==> config.mk <==
export PLATFORM = sky130hd
export DESIGN_NAME = m_stage_mem
export DESIGN_NICKNAME = d
export VERILOG_FILES = /design/src/rtl/m_stage_mem.sv
export SDC_FILE = /design/constraint.sdc
export NUM_CORES = 1
export LEC_CHECK = 0
export CAP_MARGIN = 20
export CORE_AREA = 2 2 160 162
export DETAILED_ROUTE_END_ITERATION = 7
export DIE_AREA = 0 0 162 164
export GPL_TIMING_DRIVEN = 0
export MAX_ROUTING_LAYER = met4
export PLACE_DENSITY_LB_ADDON = 0.12
export SLEW_MARGIN = 20
export SYNTH_ARGS = -nofsm -noshare
export SYNTH_HDL_FRONTEND = slang
export SYNTH_SLANG_ARGS = --single-unit
==> constraint.sdc <==
create_clock -name clk -period 8.7 [get_ports clk]
set_input_delay 1.305 -clock clk [delete_from_list [all_inputs] [get_ports clk]]
set_output_delay 1.305 -clock clk [all_outputs]
set_load 0.005 [all_outputs]
==> src/rtl/m_stage_mem.sv <==
// m_stage_mem: memory-access stage of the five-stage MIPS pipeline.
//
// Sits between the E/M and M/W pipeline registers. It builds sub-word stores
// (byte enables plus lane-replicated data) and aligns and extends sub-word
// loads. It talks to data memory through a variable-latency req/ready
// handshake and stalls the pipeline while it waits. Misaligned accesses and
// timed-out accesses are reported as exceptions in the M/W register.
//
// Handshake: bus_req is asserted while a request is outstanding. A request
// completes in the cycle where bus_req=1 and bus_ready=1, and bus_rdata is
// sampled only in that cycle. bus_ready without bus_req is ignored. Once a
// request has waited one cycle, addr/be/wdata/we are held stable until it
// completes, is drained or times out.
//
// Ports:
//   clk, rst                  clock, asynchronous active-high reset
//   m_valid, m_flush          M-stage instruction valid / kill
//   m_ld, m_st, m_size,       load/store, size (0 byte, 1 half, 2/3 word),
//   m_sext                    sign-extend for sub-word loads
//   m_ao, m_rt                effective address, E/M store data
//   fwd_sel, fwd_data         W-stage forward of the store data
//   m_ir, m_pc4               instruction word, PC+4
//   bus_*                     data-memory request/response
//   stall_o                   freeze PC, F/D, D/E and E/M
//   w_*                       M/W pipeline register
//   dbg_state                 current FSM state (0 idle, 1 wait, 2 drain)
module m_stage_mem #(
  parameter int DATA_W  = 32,
  parameter int TIMEOUT = 16,
  parameter int CNT_W   = 5
) (
  input  logic              clk,
  input  logic              rst,
  input  logic              m_valid,
  input  logic              m_flush,
  input  logic              m_ld,
  input  logic              m_st,
  input  logic [1:0]        m_size,
  input  logic              m_sext,
  input  logic [DATA_W-1:0] m_ao,
  input  logic [DATA_W-1:0] m_rt,
  input  logic              fwd_sel,
  input  logic [DATA_W-1:0] fwd_data,
  input  logic [DATA_W-1:0] m_ir,
  input  logic [DATA_W-1:0] m_pc4,
  output logic              bus_req,
  output logic              bus_we,
  output logic [DATA_W-1:0] bus_addr,
  output logic [3:0]        bus_be,
  output logic [DATA_W-1:0] bus_wdata,
  input  logic [DATA_W-1:0] bus_rdata,
  input  logic              bus_ready,
  output logic              stall_o,
  output logic              w_valid,
  output logic              w_exc,
  output logic [4:0]        w_exc_code,
  output logic [DATA_W-1:0] w_dr,
  output logic [DATA_W-1:0] w_ao,
  output logic [DATA_W-1:0] w_ir,
  output logic [DATA_W-1:0] w_pc4,
  output logic [1:0]        dbg_state
);

  typedef enum logic [1:0] {
    S_IDLE  = 2'd0,
    S_WAIT  = 2'd1,
    S_DRAIN = 2'd2
  } state_t;

  localparam logic [CNT_W-1:0] TO_CNT = CNT_W'(TIMEOUT);

  state_t              state_q, state_d;
  logic [CNT_W-1:0]    cnt_q, cnt_d;
  logic                req_we_q, req_we_d;
  logic [DATA_W-1:0]   req_addr_q, req_addr_d;
  logic [3:0]          req_be_q, req_be_d;
  logic [DATA_W-1:0]   req_wdata_q, req_wdata_d;
  logic                w_valid_d, w_exc_d;
  logic [4:0]          w_exc_code_d;
  logic [DATA_W-1:0]   w_dr_d, w_ao_d, w_ir_d, w_pc4_d;

  logic              memop, misaligned, is_word, is_half;
  logic [DATA_W-1:0] st_data, wdata_c, lane, ld_data;
  logic [3:0]        be_c;
  logic              timeout_hit, complete, bubble, to_exc, latch_en;

  assign memop      = m_valid & (m_ld | m_st) & ~m_flush;
  assign is_word    = m_size[1];            // size 3 behaves as a word
  assign is_half    = (m_size == 2'd1);
  assign misaligned = (is_half & m_ao[0]) | (is_word & (m_ao[1:0] != 2'b00));
  assign st_data    = fwd_sel ? fwd_data : m_rt;

  // Byte enables and lane-replicated store data; loads drive the same enables.
  always_comb begin
    be_c    = 4'b1111;
    wdata_c = st_data;
    if (is_half) begin
      be_c    = m_ao[1] ? 4'b1100 : 4'b0011;
      wdata_c = {2{st_data[15:0]}};
    end else if (!is_word) begin
      be_c    = 4'b0001 << m_ao[1:0];
      wdata_c = {4{st_data[7:0]}};
    end
  end

  // Move the addressed lane down to the LSBs, then extend.
  assign lane = bus_rdata >> {m_ao[1:0], 3'b000};
  always_comb begin
    if (is_word)      ld_data = bus_rdata;
    else if (is_half) ld_data = {{16{m_sext & lane[15]}}, lane[15:0]};
    else              ld_data = {{24{m_sext & lane[7]}}, lane[7:0]};
  end

  // A flush in WAIT takes the drain path, so it never counts as a timeout.
  assign timeout_hit = (TIMEOUT != 0) && (state_q == S_WAIT) && (cnt_q == TO_CNT)
                       && !bus_ready && !m_flush;

  always_comb begin
    state_d  = state_q;
    cnt_d    = cnt_q;
    bus_req  = 1'b0;
    stall_o  = 1'b0;
    complete = 1'b0;
    bubble   = 1'b0;
    to_exc   = 1'b0;
    latch_en = 1'b0;
    case (state_q)
      S_IDLE: begin
        if (memop && !misaligned) begin
          bus_req = 1'b1;
          if (bus_ready) begin
            complete = 1'b1;
          end else begin
            stall_o  = 1'b1;
            latch_en = 1'b1;
            state_d  = S_WAIT;
            cnt_d    = CNT_W'(1);
          end
        end
      end
      S_WAIT: begin
        bus_req = 1'b1;
        if (bus_ready) begin
          state_d = S_IDLE;
          cnt_d   = '0;
          if (m_flush) bubble = 1'b1;     // data arrives but is discarded
          else         complete = 1'b1;
        end else if (m_flush) begin
          stall_o = 1'b1;
          state_d = S_DRAIN;
        end else if (timeout_hit) begin
          to_exc  = 1'b1;
          state_d = S_IDLE;
          cnt_d   = '0;
        end else begin
          stall_o = 1'b1;
          cnt_d   = cnt_q + CNT_W'(1);
        end
      end
      S_DRAIN: begin
        bus_req = 1'b1;
        bubble  = 1'b1;
        if (bus_ready) begin
          state_d = S_IDLE;
          cnt_d   = '0;
        end else begin
          stall_o = 1'b1;
        end
      end
      default: begin
        state_d = S_IDLE;
        cnt_d   = '0;
      end
    endcase
  end

  // Request fields are captured when the access starts waiting. While stalled,
  // W carries bubbles, so a W-stage forward would not survive the wait.
  always_comb begin
    req_we_d    = req_we_q;
    req_addr_d  = req_addr_q;
    req_be_d    = req_be_q;
    req_wdata_d = req_wdata_q;
    if (latch_en) begin
      req_we_d    = m_st;
      req_addr_d  = {m_ao[DATA_W-1:2], 2'b00};
      req_be_d    = be_c;
      req_wdata_d = wdata_c;
    end
  end

  assign bus_addr  = (state_q == S_IDLE) ? {m_ao[DATA_W-1:2], 2'b00} : req_addr_q;
  assign bus_be    = (state_q == S_IDLE) ? be_c : req_be_q;
  assign bus_wdata = (state_q == S_IDLE) ? wdata_c : req_wdata_q;
  assign bus_we    = bus_req & ((state_q == S_IDLE) ? m_st : req_we_q);
  assign dbg_state = state_q;

  // M/W register: bubble while stalled or draining, otherwise load.
  always_comb begin
    w_valid_d    = w_valid;
    w_exc_d      = w_exc;
    w_exc_code_d = w_exc_code;
    w_dr_d       = w_dr;
    w_ao_d       = w_ao;
    w_ir_d       = w_ir;
    w_pc4_d      = w_pc4;
    if (stall_o || bubble) begin
      w_valid_d = 1'b0;
      w_exc_d   = 1'b0;
      w_ir_d    = '0;
    end else begin
      w_valid_d    = m_valid & ~m_flush;
      w_exc_d      = 1'b0;
      w_exc_code_d = 5'd0;
      w_dr_d       = '0;
      w_ao_d       = m_ao;
      w_ir_d       = m_ir;
      w_pc4_d      = m_pc4;
      if (to_exc) begin
        w_exc_d      = 1'b1;
        w_exc_code_d = 5'd7;
      end else if (memop && misaligned) begin
        w_exc_d      = 1'b1;
        w_exc_code_d = m_ld ? 5'd4 : 5'd5;
      end else if (complete && m_ld) begin
        w_dr_d = ld_data;
      end
    end
  end

  always_ff @(posedge clk or posedge rst) begin
    if (rst) begin
      state_q     <= S_IDLE;
      cnt_q       <= '0;
      req_we_q    <= 1'b0;
      req_addr_q  <= '0;
      req_be_q    <= '0;
      req_wdata_q <= '0;
      w_valid     <= 1'b0;
      w_exc       <= 1'b0;
      w_exc_code  <= '0;
      w_dr        <= '0;
      w_ao        <= '0;
      w_ir        <= '0;
      w_pc4       <= '0;
    end else begin
      state_q     <= state_d;
      cnt_q       <= cnt_d;
      req_we_q    <= req_we_d;
      req_addr_q  <= req_addr_d;
      req_be_q    <= req_be_d;
      req_wdata_q <= req_wdata_d;
      w_valid     <= w_valid_d;
      w_exc       <= w_exc_d;
      w_exc_code  <= w_exc_code_d;
      w_dr        <= w_dr_d;
      w_ao        <= w_ao_d;
      w_ir        <= w_ir_d;
      w_pc4       <= w_pc4_d;
    end
  end

endmodule

-- After elaboration in Yosys (flattened, before gate mapping)
Cells that the tools add are included.
W data, S select, Z words.
- add/sub/neg operators: 1
- eq/ne operators: 9
- shifts and indexed selects: 2
- muxes and demuxes: 58
- bitwise gates (word level): 11
- reductions and logical operators: 15
- operators with widths (kind ; number):
    $mux W32 ; 11
    $shr A32 B5 Y16 ; 1
    $mux W5 ; 6
    $mux W1 ; 23
    $mux W4 ; 4
    $pmux W5 S3 ; 1
    $mux W2 ; 6
    $and A1 B1 Y1 ; 8
    $reduce_and A4 Y1 ; 2
    $logic_and A1 B1 Y1 ; 6
    $mux W3 ; 2
    $ne A2 B2 Y1 const B ; 3
    $pmux W1 S2 ; 3
    $pmux W2 S3 ; 1
    $add A5 B1 Y5 const B ; 1
    $eq A5 B5 Y1 const B ; 1
    $eq A2 B1 Y1 const B ; 2
    $ne A4 B4 Y1 const B ; 1
    $shl A1 B2 Y4 const A ; 1
    $logic_not A1 Y1 ; 3
    $ne A3 B3 Y1 const B ; 1
    $pmux W1 S3 ; 1
    $eq A2 B2 Y1 const B ; 1
    $logic_not A2 Y1 ; 1
    5 further kinds ; 6
- register bits: 209
- bits of input ports: 203
- output and inout bits: 208
- word-level logic and storage cells: 109

-- Depth between registers and ports, before layout
- depth after elaboration: 11
- gate-level depth with buffers: 10
- mapped depth without buffers: 7

-- Least setup slack after synthesis
OpenSTA, ideal clock, no wires.
- path type: in2out
- from: input port fwd_sel
- to: output port bus_wdata[25]
- arrival: 2682 ps
- data required time: 7395 ps
- slack: 4713 ps
- stages on the path: 6
- path buffers: 2
- path through: clkbuf_1 buf_1 mux2i_1 nand2_1 a31o_2 mux2_2
- cells in the longest elaborated chain, start to end: 4
- ends and longest elaborated chain (element ; RTL line ; source):
    start: declaration ; 42 ; input logic fwd_sel,
    $mux W32 (*) ; 91 ; assign st_data = fwd_sel ? fwd_data : m_rt;
    $mux W32 ; 100 ; end else if (!is_word) begin
    $mux W32 (*) ; 97 ; if (is_half) begin
    $mux W32 (*) ; 194 ; assign bus_wdata = (state_q == S_IDLE) ? wdata_c : req_wdata_q;
    end: declaration ; 50 ; output logic [DATA_W-1:0] bus_wdata,
Every way passes the cells marked *; elsewhere a longest branch is shown, timed or not.

-- Final worst setup path
- from: input port m_ao[1]
- to: output port stall_o
- cells in the longest elaborated chain, start to end: 7
- ends and longest elaborated chain (element ; RTL line ; source):
    start: declaration ; 40 ; input logic [DATA_W-1:0] m_ao,
    $reduce_bool A2 Y1 ; 90 ; assign misaligned = (is_half & m_ao[0]) | (is_word & (m_ao[1:0] != 2'b00));
    $and A1 B1 Y1 ; 90 ;
    $or A1 B1 Y1 ; 90 ;
    $logic_not A1 Y1 ; 129 ; if (memop && !misaligned) begin
    $logic_and A1 B1 Y1 ; 129 ;
    $mux W1 ; 129 ;
    $pmux W1 S3 ; 127 ; case (state_q)
    end: declaration ; 53 ; output logic stall_o,
Every way passes these cells.

==> impl_metrics.json <==
{
  "status": "complete, no violations",
  "cts_tree": "yes",
  "drive_above_1_share_pct": 14.5,
  "synth_area_leaders": "dfrtp_1 51%, mux2_2 12%, nand2_1 9.5%",
  "drt-vias-per-instance": 5.00,
  "arrival_ns": 4.24,
  "first_pass_iters": 5,
  "synth_commonest_cells": "256 x nand2_1, 207 x dfrtp_1, 111 x mux2_2",
  "path_class": "in2out",
  "synthMuxAreaShare_pct": 17.4,
  "synth_xor_area_share_pct": 0,
  "gp_congestion": 0.886,
  "setup_tns_ns": 0,
  "track_usage_pct": 25.1,
  "maxSlewViolCount": 0,
  "slowest_stage": "nor2_1",
  "syn2layout_area_growth_pct": 53.1,
  "cts_sinks": 207,
  "drt_first_iter_violations": 416,
  "cts_inserted_buffers": 24,
  "synth_top_family_by_area": "multiplexers",
  "root_buffer": "clkbuf_16",
  "yosys_warnings": 0,
  "num_rows": 58,
  "cp_slowest_stage_delay_ns": 0.59,
  "setup_viol": 0,
  "period_minus_slack_ns": 5.54,
  "grt_pass1_wl_um": 50600,
  "io_buffer_count": 403,
  "antenna_found_initial": 0,
  "num_vias": 8931,
  "routedWlPerCell_um": 18.5,
  "clk_latency_ns": 0.52,
  "irDropWorstVdd_uv": 223,
  "cp_max_fo": 10,
  "netlist_area_um2": 10200,
  "route.detailed.drc": 0,
  "total_power_uw": 5190,
  "skew_ns": 0.0123,
  "ys_seq_area_share_pct": 51.0,
  "cts_hold_buf": 0,
  "slew-limit-headroom_pct": 34.9,
  "required_ns": 7.39,
  "nNetsFinal": 1646,
  "routed_wl_um": 33000,
  "yosys.area_share.adder_pct": 0.739,
  "power_density_nw_per_um2": 334,
  "post-place-ws_ns": 3.05,
  "maxCapViolations": 0,
  "netlist_instances": 1003,
  "hold_viol_final": 0,
  "final_cells": 1785,
  "fin_util_pct": 62.6,
  "startpoint_type": "input port",
  "min_path_type": "reg2reg",
  "initial_core_util_pct": 40.9,
  "dieArea_um2": 26600,
  "hpwl_um": 25000,
  "critPathCaptureType": "output pin",
  "yosysUniqueCellTypes": 49,
  "fp.dieH_um": 164,
  "async_flop_share_pct": 100,
  "synth_ff_type": "dfrtp_1",
  "yosysMostFrequentCell": "nand2_1",
  "postSynthAreaPerCell_um2": 10.1,
  "cp_top_family": "buffers and inverters",
  "grt_max_degree": 84,
  "synth_top_area_share_pct": 51.0,
  "yosysTopAreaCell": "dfrtp_1",
  "htree_levels": 1,
  "crit_chain": "clkdlybuf4s50_1 -> nor2_2 -> o221ai_1 -> nor2_1 -> clkbuf_1 -> nor2_1 -> nor2_1 -> clkdlybuf4s50_1",
  "cts_setup_buffers": 0,
  "dieWidth_um": 162,
  "dp.cells": 1741,
  "ant_nets": 0,
  "grt_pass1_vias": 9160,
  "cpMostUsedCell": "nor2_1",
  "layout_setup_ws_ns": 3.16,
  "synth-simple-area-share_pct": 15.9,
  "cts_buffer_depth": 3,
  "ios": 411,
  "ys_seq_elements": 207,
  "overflow": 0,
  "max_freq_ghz": 0.180,
  "path_clk_slew_ns": 0.06,
  "synth_compound_area_share_pct": 11.0,
  "synth_edf_count": 0,
  "leakage_uw": 0.00679,
  "critPathBufInv": 3,
  "rsz0062_at_grt": "no",
  "cts_resized": 0,
  "fin_crit_sh_pct": 63.7,
  "tightest_slew_ns": 0.973,
  "core_um2": 24800
}
[worst register-to-register path: cells and delay by family, from the launching register on]
family / cells / cell delay, ns
AND/OR/NAND/NOR: 3 / 0.35
buffers and inverters: 4 / 1.09
flip-flops: 1 / 0.44
adder cells (fa/ha/maj): 1 / 0.14
AO/OA/AOI/OAI: 1 / 0.77
[stage by stage]
step                area, um^2  hold WS [ns]
floorplan                10200         0.470
global placement         14600         0.458
detailed placement       14700         0.461
CTS                      15500         0.476
global route             15500         0.490
finish                   15500         0.468
[metal layers]
metal	GRT usage (%)	up-vias	wire (um)
li1	-	4275	-
met1	30.9	4256	13500
met2	40.6	336	15700
met3	6.79	64	2680
met4	8.21	0	1040
met5	-	-	0
[sequential cells by signal (all words and copies together), names as in the netlist]
name,flops
w_pc4,32
w_exc_code,3
w_dr,32
req_addr_q,30
w_valid,1
req_wdata_q,32
req_be_q,4
w_ir,32
cnt_q,5
w_ao,32
req_we_q,1
w_exc,1
dbg_state,2
[cell families after synthesis]
| logic type | Yosys count |
|---|---|
| AOI/OAI and AO/OA | 165 |
| adders and majority gates | 6 |
| muxes | 153 |
| and+or+nand+nor | 384 |
| other | 1 |
| DFF | 207 |
| buffers and inverters | 87 |
[path summary, 6_finish.rpt]
path	startpoint	end	slack, ns	cells past startpoint
max	m_ao[1]	stall_o	3.16	8
min	w_pc4[31]	w_pc4[31]	0.47	2
max reg2reg	dbg_state[1]	w_pc4[9]	5.87	9
min reg2reg	w_pc4[31]	w_pc4[31]	0.47	2
max in group asynchronous	rst	req_wdata_q[11]	6.77	3
min in group asynchronous	rst	w_pc4[7]	1.19	2
[layout by cell type, fill, tap and decap left out, types with 3 or more instances in the layout]
cell type	instances
clkdlybuf4s50_1	403
nand2_1	256
dfrtp_1	207
mux2_2	111
a21oi_1	63
nor2_1	61
clkbuf_1	45
mux2i_1	34
and2_1	32
clkbuf_16	25
o31ai_1	24
buf_2	23
o22ai_1	15
nor2b_1	11
inv_1	10
o31ai_2	10
o21ai_0	9
mux4_2	8
a21boi_0	8
a31o_2	8
o21bai_1	8
nand2b_1	7
buf_1	7
ha_1	6
bufinv_16	5
nand3b_1	4
buf_4	4
conb_1	4
clkbuf_8	4
clkinv_2	4
nand3_1	3
[layout make-up]
type,count,area (um^2)
fill,2115,9270
tap,330,413
multi-input combinational,712,4600
clock buffer,34,699
buffer,76,344
inverter,11,48.8
antenna,1,2.50
timing repair buffer,405,4090
clock inverter,9,170
sequential,207,5180
[power breakdown]
part	switching [uW]	total [uW]	internal [uW]
Sequential	188	1550	1360
Clock	404	1110	705
Combinational	1140	2530	1390
Total	1740	5190	3450
Note: power is estimated with default switching activity, not from simulation.
